### config.mk
export PLATFORM = sky130hd
export DESIGN_NAME = encoder_volume_ctrl_flat
export DESIGN_NICKNAME = d
export VERILOG_FILES = /design/src/rtl/encoder_volume_ctrl_if.sv /design/src/rtl/encoder_volume_ctrl.sv /design/src/flat_wrapper.sv
export SDC_FILE = /design/constraint.sdc
export NUM_CORES = 1
export LEC_CHECK = 0
export CAP_MARGIN = 20
export CORE_ASPECT_RATIO = 2
export CORE_MARGIN = 2
export CORE_UTILIZATION = 35
export DETAILED_ROUTE_END_ITERATION = 8
export PLACE_DENSITY_LB_ADDON = 0.12
export SETUP_SLACK_MARGIN = 0.1
export SYNTH_ARGS = -nofsm -noshare
export SYNTH_HDL_FRONTEND = slang
export SYNTH_SLANG_ARGS = --single-unit
### constraint.sdc
create_clock -name clk -period 5.3 [get_ports clk]
set_clock_uncertainty 0.1 [all_clocks]
set_input_delay 1.59 -clock clk [delete_from_list [all_inputs] [get_ports clk]]
set_output_delay 1.59 -clock clk [all_outputs]
set_load 0.005 [all_outputs]
### src/rtl/encoder_volume_ctrl_if.sv
// ---------------------------------------------------------------------------
// encoder_volume_ctrl_if
// Bundles the encoder-decoder inputs, the CPU strobe/data bus and the volume
// outputs of encoder_volume_ctrl.
//   master : drives the encoder and CPU strobes, observes volume/status/test
//   slave  : the volume controller itself
// Handshake: every input strobe (enc_state_change_stb, vol_rd_stb,
// vol_wr_stb) is valid for exactly the cycles it is high; there is no ready
// signal because the controller accepts a strobe on every cycle. Data that
// qualifies a strobe (click, clockwise, vol_wr_data) is only meaningful in
// the cycle its strobe is high.
// ---------------------------------------------------------------------------
interface encoder_volume_ctrl_if;
  logic       enc_state_change_stb;
  logic       click;
  logic       clockwise;
  logic       enc_sw_value;
  logic       vol_rd_stb;
  logic       vol_wr_stb;
  logic [7:0] vol_wr_data;
  logic [6:0] vol_level;
  logic       mute;
  logic [7:0] vol_status_reg;
  logic [7:0] test;

  modport master (
    output enc_state_change_stb, click, clockwise, enc_sw_value,
    output vol_rd_stb, vol_wr_stb, vol_wr_data,
    input  vol_level, mute, vol_status_reg, test
  );

  modport slave (
    input  enc_state_change_stb, click, clockwise, enc_sw_value,
    input  vol_rd_stb, vol_wr_stb, vol_wr_data,
    output vol_level, mute, vol_status_reg, test
  );
endinterface

### src/rtl/encoder_volume_ctrl.sv
// ---------------------------------------------------------------------------
// encoder_volume_ctrl
// Turns rotary-encoder detents and the encoder push switch into a saturating
// 7-bit volume level, a mute toggle (short press) and a long-press event, and
// offers the CPU a read-to-clear status byte plus a direct volume write.
//
// Ports:
//   clk   : system clock
//   reset : asynchronous, active-high reset
//   bus   : encoder_volume_ctrl_if.slave
//           in : enc_state_change_stb, click, clockwise, enc_sw_value,
//                vol_rd_stb, vol_wr_stb, vol_wr_data[7:0]
//           out: vol_level[6:0], mute, vol_status_reg[7:0], test[7:0]
//
// Status byte: [0] changed, [1] mute, [2] short_press, [3] long_press,
//              [4] at_limit, [5] last_dir, [7:6] 0
// Debug taps:  test[1:0] press state, [2] detent, [3] fast-step select
//
// Build option: define ENC_VOL_ACCEL_EN to enable speed acceleration (fast
// step for same-direction detents closer than ACCEL_WINDOW cycles). Without
// it every detent moves the level by one and no gap counter is built.
// LONG_PRESS must be at least 2.
// ---------------------------------------------------------------------------
module encoder_volume_ctrl #(
  parameter int VOL_MAX      = 100,
  parameter int VOL_INIT     = 40,
  parameter int ACCEL_WINDOW = 2000000,
  parameter int STEP_FAST    = 4,
  parameter int LONG_PRESS   = 50000000
) (
  input  logic                  clk,
  input  logic                  reset,
  encoder_volume_ctrl_if.slave  bus
);

  localparam logic [6:0] VOL_MAX_W  = 7'(VOL_MAX);
  localparam logic [6:0] VOL_INIT_W = 7'(VOL_INIT);
  localparam int         TW         = (LONG_PRESS > 2) ? $clog2(LONG_PRESS) : 1;
  // Timer value in the cycle where it is about to reach LONG_PRESS-1.
  localparam logic [TW-1:0] TIMER_LAST = TW'(LONG_PRESS - 2);

  typedef enum logic [1:0] {
    ST_IDLE    = 2'd0,
    ST_PRESSED = 2'd1,
    ST_HELD    = 2'd2
  } press_state_e;

  press_state_e  state_q;
  logic [TW-1:0] timer_q;

  logic [6:0] vol_q,      vol_d;
  logic       mute_q,     mute_d;
  logic       changed_q,  changed_d;
  logic       short_q,    short_d;
  logic       long_q,     long_d;
  logic       last_dir_q, last_dir_d;
  logic [7:0] status_q,   status_d;

  logic       detent;
  logic       detent_eff;
  logic       fast_sel;
  logic [7:0] step;
  logic [8:0] sum_w;
  logic [6:0] wr_val;
  logic       short_evt;
  logic       long_evt;
  logic       at_limit;
  logic [7:0] status_now;
  logic       unused_wr_msb;

  assign unused_wr_msb = bus.vol_wr_data[7];

  assign detent     = bus.enc_state_change_stb & bus.click;
  // A CPU write in the same cycle takes priority and the detent is dropped.
  assign detent_eff = detent & ~bus.vol_wr_stb;

`ifdef ENC_VOL_ACCEL_EN
  localparam int GAP_W = $clog2(ACCEL_WINDOW + 1);
  localparam logic [GAP_W-1:0] GAP_SAT = GAP_W'(ACCEL_WINDOW);

  logic [GAP_W-1:0] gap_q, gap_d;

  assign fast_sel = (gap_q < GAP_SAT) && (bus.clockwise == last_dir_q);

  // Cycles since the last detent; any detent clears it, even one that a
  // CPU write drops.
  always_comb begin
    gap_d = gap_q;
    if (detent) begin
      gap_d = '0;
    end else if (gap_q < GAP_SAT) begin
      gap_d = gap_q + 1'b1;
    end
  end

  always_ff @(posedge clk or posedge reset) begin
    if (reset) begin
      gap_q <= GAP_SAT;
    end else begin
      gap_q <= gap_d;
    end
  end
`else
  assign fast_sel = 1'b0;
`endif

  assign step       = fast_sel ? 8'(STEP_FAST) : 8'd1;
  assign sum_w      = {2'b00, vol_q} + {1'b0, step};
  assign wr_val     = (bus.vol_wr_data[6:0] > VOL_MAX_W) ? VOL_MAX_W : bus.vol_wr_data[6:0];
  assign at_limit   = (vol_q == 7'd0) || (vol_q == VOL_MAX_W);
  assign status_now = {2'b00, last_dir_q, at_limit, long_q, short_q, mute_q, changed_q};

  // Press events are decided from the current state so that their effect on
  // mute and the sticky flags lands at the same edge as the state change.
  assign short_evt = (state_q == ST_PRESSED) && !bus.enc_sw_value;
  assign long_evt  = (state_q == ST_PRESSED) && bus.enc_sw_value && (timer_q == TIMER_LAST);

  always_comb begin
    vol_d      = vol_q;
    mute_d     = mute_q;
    last_dir_d = last_dir_q;
    status_d   = status_q;

    if (bus.vol_wr_stb) begin
      vol_d = wr_val;
    end else if (detent_eff) begin
      if (bus.clockwise) begin
        vol_d = (sum_w > 9'(VOL_MAX)) ? VOL_MAX_W : sum_w[6:0];
      end else if ({1'b0, vol_q} < step) begin
        vol_d = 7'd0;
      end else begin
        vol_d = vol_q - step[6:0];
      end
    end

    if (detent_eff) begin
      last_dir_d = bus.clockwise;
    end

    // A short press in the same cycle as a detent toggles; otherwise a
    // detent un-mutes.
    if (short_evt) begin
      mute_d = ~mute_q;
    end else if (detent_eff) begin
      mute_d = 1'b0;
    end

    // Snapshot takes pre-edge values; a flag set this cycle survives the read.
    if (bus.vol_rd_stb) begin
      status_d = status_now;
    end
    changed_d = bus.vol_wr_stb | detent_eff | (changed_q & ~bus.vol_rd_stb);
    short_d   = short_evt | (short_q & ~bus.vol_rd_stb);
    long_d    = long_evt  | (long_q  & ~bus.vol_rd_stb);
  end

  always_ff @(posedge clk or posedge reset) begin
    if (reset) begin
      vol_q      <= VOL_INIT_W;
      mute_q     <= 1'b0;
      changed_q  <= 1'b0;
      short_q    <= 1'b0;
      long_q     <= 1'b0;
      last_dir_q <= 1'b0;
      status_q   <= 8'h00;
    end else begin
      vol_q      <= vol_d;
      mute_q     <= mute_d;
      changed_q  <= changed_d;
      short_q    <= short_d;
      long_q     <= long_d;
      last_dir_q <= last_dir_d;
      status_q   <= status_d;
    end
  end

  // Press FSM: timer counts cycles spent in PRESSED.
  always_ff @(posedge clk or posedge reset) begin
    if (reset) begin
      state_q <= ST_IDLE;
      timer_q <= '0;
    end else begin
      case (state_q)
        ST_IDLE: begin
          if (bus.enc_sw_value) begin
            state_q <= ST_PRESSED;
            timer_q <= '0;
          end
        end
        ST_PRESSED: begin
          if (!bus.enc_sw_value) begin
            state_q <= ST_IDLE;
          end else if (timer_q == TIMER_LAST) begin
            state_q <= ST_HELD;
          end else begin
            timer_q <= timer_q + 1'b1;
          end
        end
        ST_HELD: begin
          if (!bus.enc_sw_value) begin
            state_q <= ST_IDLE;
          end
        end
        default: state_q <= ST_IDLE;
      endcase
    end
  end

  assign bus.vol_level      = vol_q;
  assign bus.mute           = mute_q;
  assign bus.vol_status_reg = status_q;
  assign bus.test           = {4'b0000, fast_sel, detent, state_q};

endmodule

### src/flat_wrapper.sv
// flat-port wrapper written by rule: the top's interface ports become plain ports
module encoder_volume_ctrl_flat 
#(
  parameter int VOL_MAX      = 100,
  parameter int VOL_INIT     = 40,
  parameter int ACCEL_WINDOW = 2000000,
  parameter int STEP_FAST    = 4,
  parameter int LONG_PRESS   = 50000000
)
  (clk, reset, bus_enc_state_change_stb, bus_click, bus_clockwise, bus_enc_sw_value, bus_vol_rd_stb, bus_vol_wr_stb, bus_vol_wr_data, bus_vol_level, bus_mute, bus_vol_status_reg, bus_test);
  encoder_volume_ctrl_if bus_i ();
  input  logic clk;
  input  logic reset;
  input wire logic [$bits(bus_i.enc_state_change_stb)-1:0] bus_enc_state_change_stb;
  input wire logic [$bits(bus_i.click)-1:0] bus_click;
  input wire logic [$bits(bus_i.clockwise)-1:0] bus_clockwise;
  input wire logic [$bits(bus_i.enc_sw_value)-1:0] bus_enc_sw_value;
  input wire logic [$bits(bus_i.vol_rd_stb)-1:0] bus_vol_rd_stb;
  input wire logic [$bits(bus_i.vol_wr_stb)-1:0] bus_vol_wr_stb;
  input wire logic [$bits(bus_i.vol_wr_data)-1:0] bus_vol_wr_data;
  output wire logic [$bits(bus_i.vol_level)-1:0] bus_vol_level;
  output wire logic [$bits(bus_i.mute)-1:0] bus_mute;
  output wire logic [$bits(bus_i.vol_status_reg)-1:0] bus_vol_status_reg;
  output wire logic [$bits(bus_i.test)-1:0] bus_test;
  assign bus_i.enc_state_change_stb = bus_enc_state_change_stb;
  assign bus_i.click = bus_click;
  assign bus_i.clockwise = bus_clockwise;
  assign bus_i.enc_sw_value = bus_enc_sw_value;
  assign bus_i.vol_rd_stb = bus_vol_rd_stb;
  assign bus_i.vol_wr_stb = bus_vol_wr_stb;
  assign bus_i.vol_wr_data = bus_vol_wr_data;
  assign bus_vol_level = bus_i.vol_level;
  assign bus_mute = bus_i.mute;
  assign bus_vol_status_reg = bus_i.vol_status_reg;
  assign bus_test = bus_i.test;
  encoder_volume_ctrl #(.VOL_MAX(VOL_MAX), .VOL_INIT(VOL_INIT), .ACCEL_WINDOW(ACCEL_WINDOW), .STEP_FAST(STEP_FAST), .LONG_PRESS(LONG_PRESS)) u_core (.clk(clk), .reset(reset), .bus(bus_i));
endmodule
==> results.tsv <==
stage	metric	value	unit
run_status	outcome	completed	
timing	Worst Tran Pin Value	1.00	ns
drt	WL per Instance	16.8	µm
placement	Post-Place Cells	448	
die	Starting Density	35.9	%
worst_setup_path	crit start category	input port	
cts	clock transition at the registers of the reported paths	0.06	ns
worst_setup_path	Crit path arrival time	2.78	ns
cts	Num Clock Sinks	46	
pwr	power density over the cells	298	nW/µm²
cts	CTS tree	yes	
logic_synthesis	Post-Synthesis Mean Instance Area	8.74	µm²
timing	post-layout min period	4.47	ns
pwr	Tot Pwr	1.03	mW
layout	Finished Layout Cells	457	
die	Die X	69.0	µm
timing	setup TNS	0	ns
logic_synthesis	ys flop type	dfrtp_1	
cts	postcts setup bufs	0	
drt	Starting DRT DRC Count	131	
drt	Pre-Repair DR Iteration Count	4	
logic_synthesis	Netlist Area Pre-Place	2950	µm²
logic_synthesis	EDFF count, synth	0	
placement	GPL Wtd Cong	0.784	
global_route	initial antenna violation count	0	
worst_setup_path	Worst Path Required	3.61	ns
hold_path	Worst Hold Path EP	u_core.last_dir_q$_DFFE_PP0P_	
global_route	vias in the first global route	2616	
logic_synthesis	Distinct cells, synth	64	
cts	CTS Buf Count	5	
layout	commonest non-fill, non-tap cell in the layout	dfrtp_1	
worst_setup_path	crit path kind	input port to output pin	
drt	WL final	7670	µm
pwr	Leak	1.43	nW
cts	H-tree levels	2	
logic_synthesis	Ys Warns	0	
die	row count	47	
timing	final worst slack	0.826	ns
worst_setup_path	reg2reg setup slack	2.83	ns
global_route	total grt overflow	0	
drt	total number of vias	2587	
run	max_cap viols	0	
logic_synthesis	Seq/Total Area, Yosys	39.1	%
timing	fmax	223	MHz
layout	Layout area overhead	16.9	%
placement	dpl ws	0.823	ns
global_route	largest net degree at the start of global routing	47	
drt	vias per cell	5.66	
cts	CTS resizes	0	
cts	# hold bufs at CTS	0	
logic_synthesis	largest cells by area after synthesis	dfrtp_1 37%, nand3_1 5.1%, nand2_1 3.9%	
drt	Final ANT Viol Nets	0	
placement	HPWL after DPL	5600	µm
hold_path	Hold Crit Class	flip-flop to flip-flop	
pwr	Max VDD drop	0.209	mV
die	Placeable Area	8230	µm²
logic_synthesis	cells after synthesis	338	
die	die area	9240	µm²
layout	max FFs per register	26	
logic_synthesis	biggest area consumer among synthesized cells	dfrtp_1	
global_route	Total GRT Usage	17.8	%
placement	Port Buffers	31	
cts	CTS Buffer Depth	2	
logic_synthesis	Synth Register Bits	46	
layout	share of layout cells above drive strength 1	9.19	%
layout	ant diodes	0	
worst_setup_path	R2R Path Start	u_core.bus.vol_level[2]$_DFFE_PP0P_	
timing	normalized max-slew margin	33.3	%
worst_setup_path	R2R Path End	u_core.bus.vol_level[6]$_DFFE_PP0P_	
layout	commonest non-fill, non-tap cells in the layout	44 x dfrtp_1, 31 x nand2_1, 31 x clkdlybuf4s50_1, 30 x nand3_1, 23 x nor2_1	
hold_path	Worst Hold Depth	2	
die	Die H	134	µm
timing	unrepaired setup endpoints after global routing	false	
die	# IOs	40	
worst_setup_path	R2R cell count	5	
global_route	first-pass GRT wire length	12600	µm
layout	Nets	380	
timing	setup violators final	0	
cts	Clock Tree Root	clkbuf_16	
drt	Remaining DRCs	0	
hold_path	Worst Min Path Start	u_core.last_dir_q$_DFFE_PP0P_	
timing	Slew Limit Fails	0	
logic_synthesis	top cell type's share of synthesized area	37.3	%
timing	period utilisation layout	84.4	%
logic_synthesis	ys async rst share	100	%
cts	Clock Latency Late Sink	0.29	ns
timing	final count of hold timing violations	0	
worst_setup_path	Crit. End Element	output pin	
worst_setup_path	crit-path max FO	4	
## metal layers
metal  global-route usage [%]  up-vias  routed length [µm]
met5                        0        -                   0
met3                     2.35        9                 231
met1                     19.6     1270                2890
li1                         -     1261                   -
met2                     32.6       47                4380
met4                     7.30        0                 164
## synth_stat cells, types with 2 or more instances
cell      count
a21boi_0      2
a211oi_1      2
a32oi_1       2
a21oi_1      13
or2_2         3
o21ai_0      15
xor2_1        9
dfrtp_1      44
nor3_1        6
nand4_1      13
mux2_2        5
nand3_1      30
buf_4        10
buf_2         4
o211ai_1      4
xnor2_1       2
or4_1         2
or3_1         7
nor3b_1       6
o22ai_1       2
o31ai_1       3
nor2b_1       2
nor4_4        2
o311ai_0      2
ha_1          6
a31oi_1       5
nor2_1       23
inv_1        17
clkbuf_1     12
a21o_1        2
dfstp_2       2
a311oi_1      2
nand3b_1      2
and3_1        9
or4b_1        2
nand2_1      31
nand2b_1      3
and4_1        4
a22oi_1       3
## power by group
| group | switching, mW | internal, mW | total (mW) |
|---|---|---|---|
| sequential | 0.0605 | 0.389 | 0.449 |
| combinational | 0.127 | 0.128 | 0.255 |
| clock | 0.136 | 0.187 | 0.323 |
| total | 0.324 | 0.703 | 1.03 |
## per-stage QoR
| step | hold slack [ns] | utilization (%) | instance area (µm²) |
|---|---|---|---|
| after global routing | 0.436 | 41.9 | 3450 |
| after global placement | 0.390 | 39.8 | 3280 |
| final | 0.397 | 41.9 | 3450 |
| after floorplan | 0.341 | - | 2980 |
| after CTS | 0.411 | 41.7 | 3430 |
| after detailed placement | 0.395 | 39.8 | 3280 |
## how the worst max path moves through the flow
| stage | from | slack (ns) | to | cells after the start |
|---|---|---|---|---|
| after floorplan | bus_enc_state_change_stb | 1.77 | bus_test[2] | 3 |
| after global placement | bus_enc_state_change_stb | 0.85 | bus_test[2] | 4 |
| after detailed placement | bus_click | 0.82 | bus_test[2] | 4 |
| after CTS | bus_click | 0.82 | bus_test[2] | 4 |
| after global routing | bus_enc_state_change_stb | 0.78 | bus_test[2] | 4 |
| final | bus_click | 0.83 | bus_test[2] | 4 |
## cell families (layout without fill, tap and decap cells)
kind of cell	Yosys count	after routing	synth area share [%]
and+or+nand+nor	156	156	30.3
AOI/OAI and AO/OA	68	68	15.5
DFF	46	46	39.1
buffers and inverters	44	59	7.03
xor gates and xnor gates	11	11	3.26
adders and majority gates	6	6	2.54
muxes	6	6	2.24
other	1	7	0.127
## cell type report
| type | instances | area [µm²] |
|---|---|---|
| fillers | 842 | 4780 |
| multi-input cells | 254 | 1620 |
| repair buffers | 34 | 345 |
| well taps | 98 | 123 |
| clock inverters | 2 | 12.5 |
| inverters | 17 | 63.8 |
| clock buffers | 6 | 139 |
| flip-flops and latches | 46 | 1150 |
## worst max-delay path, stage by stage
cell             delay (ns)
clkdlybuf4s50_1        0.48
nand2_1                0.07
inv_1                  0.12
clkdlybuf4s50_1        0.51
Power figures use the tool's default switching activity.
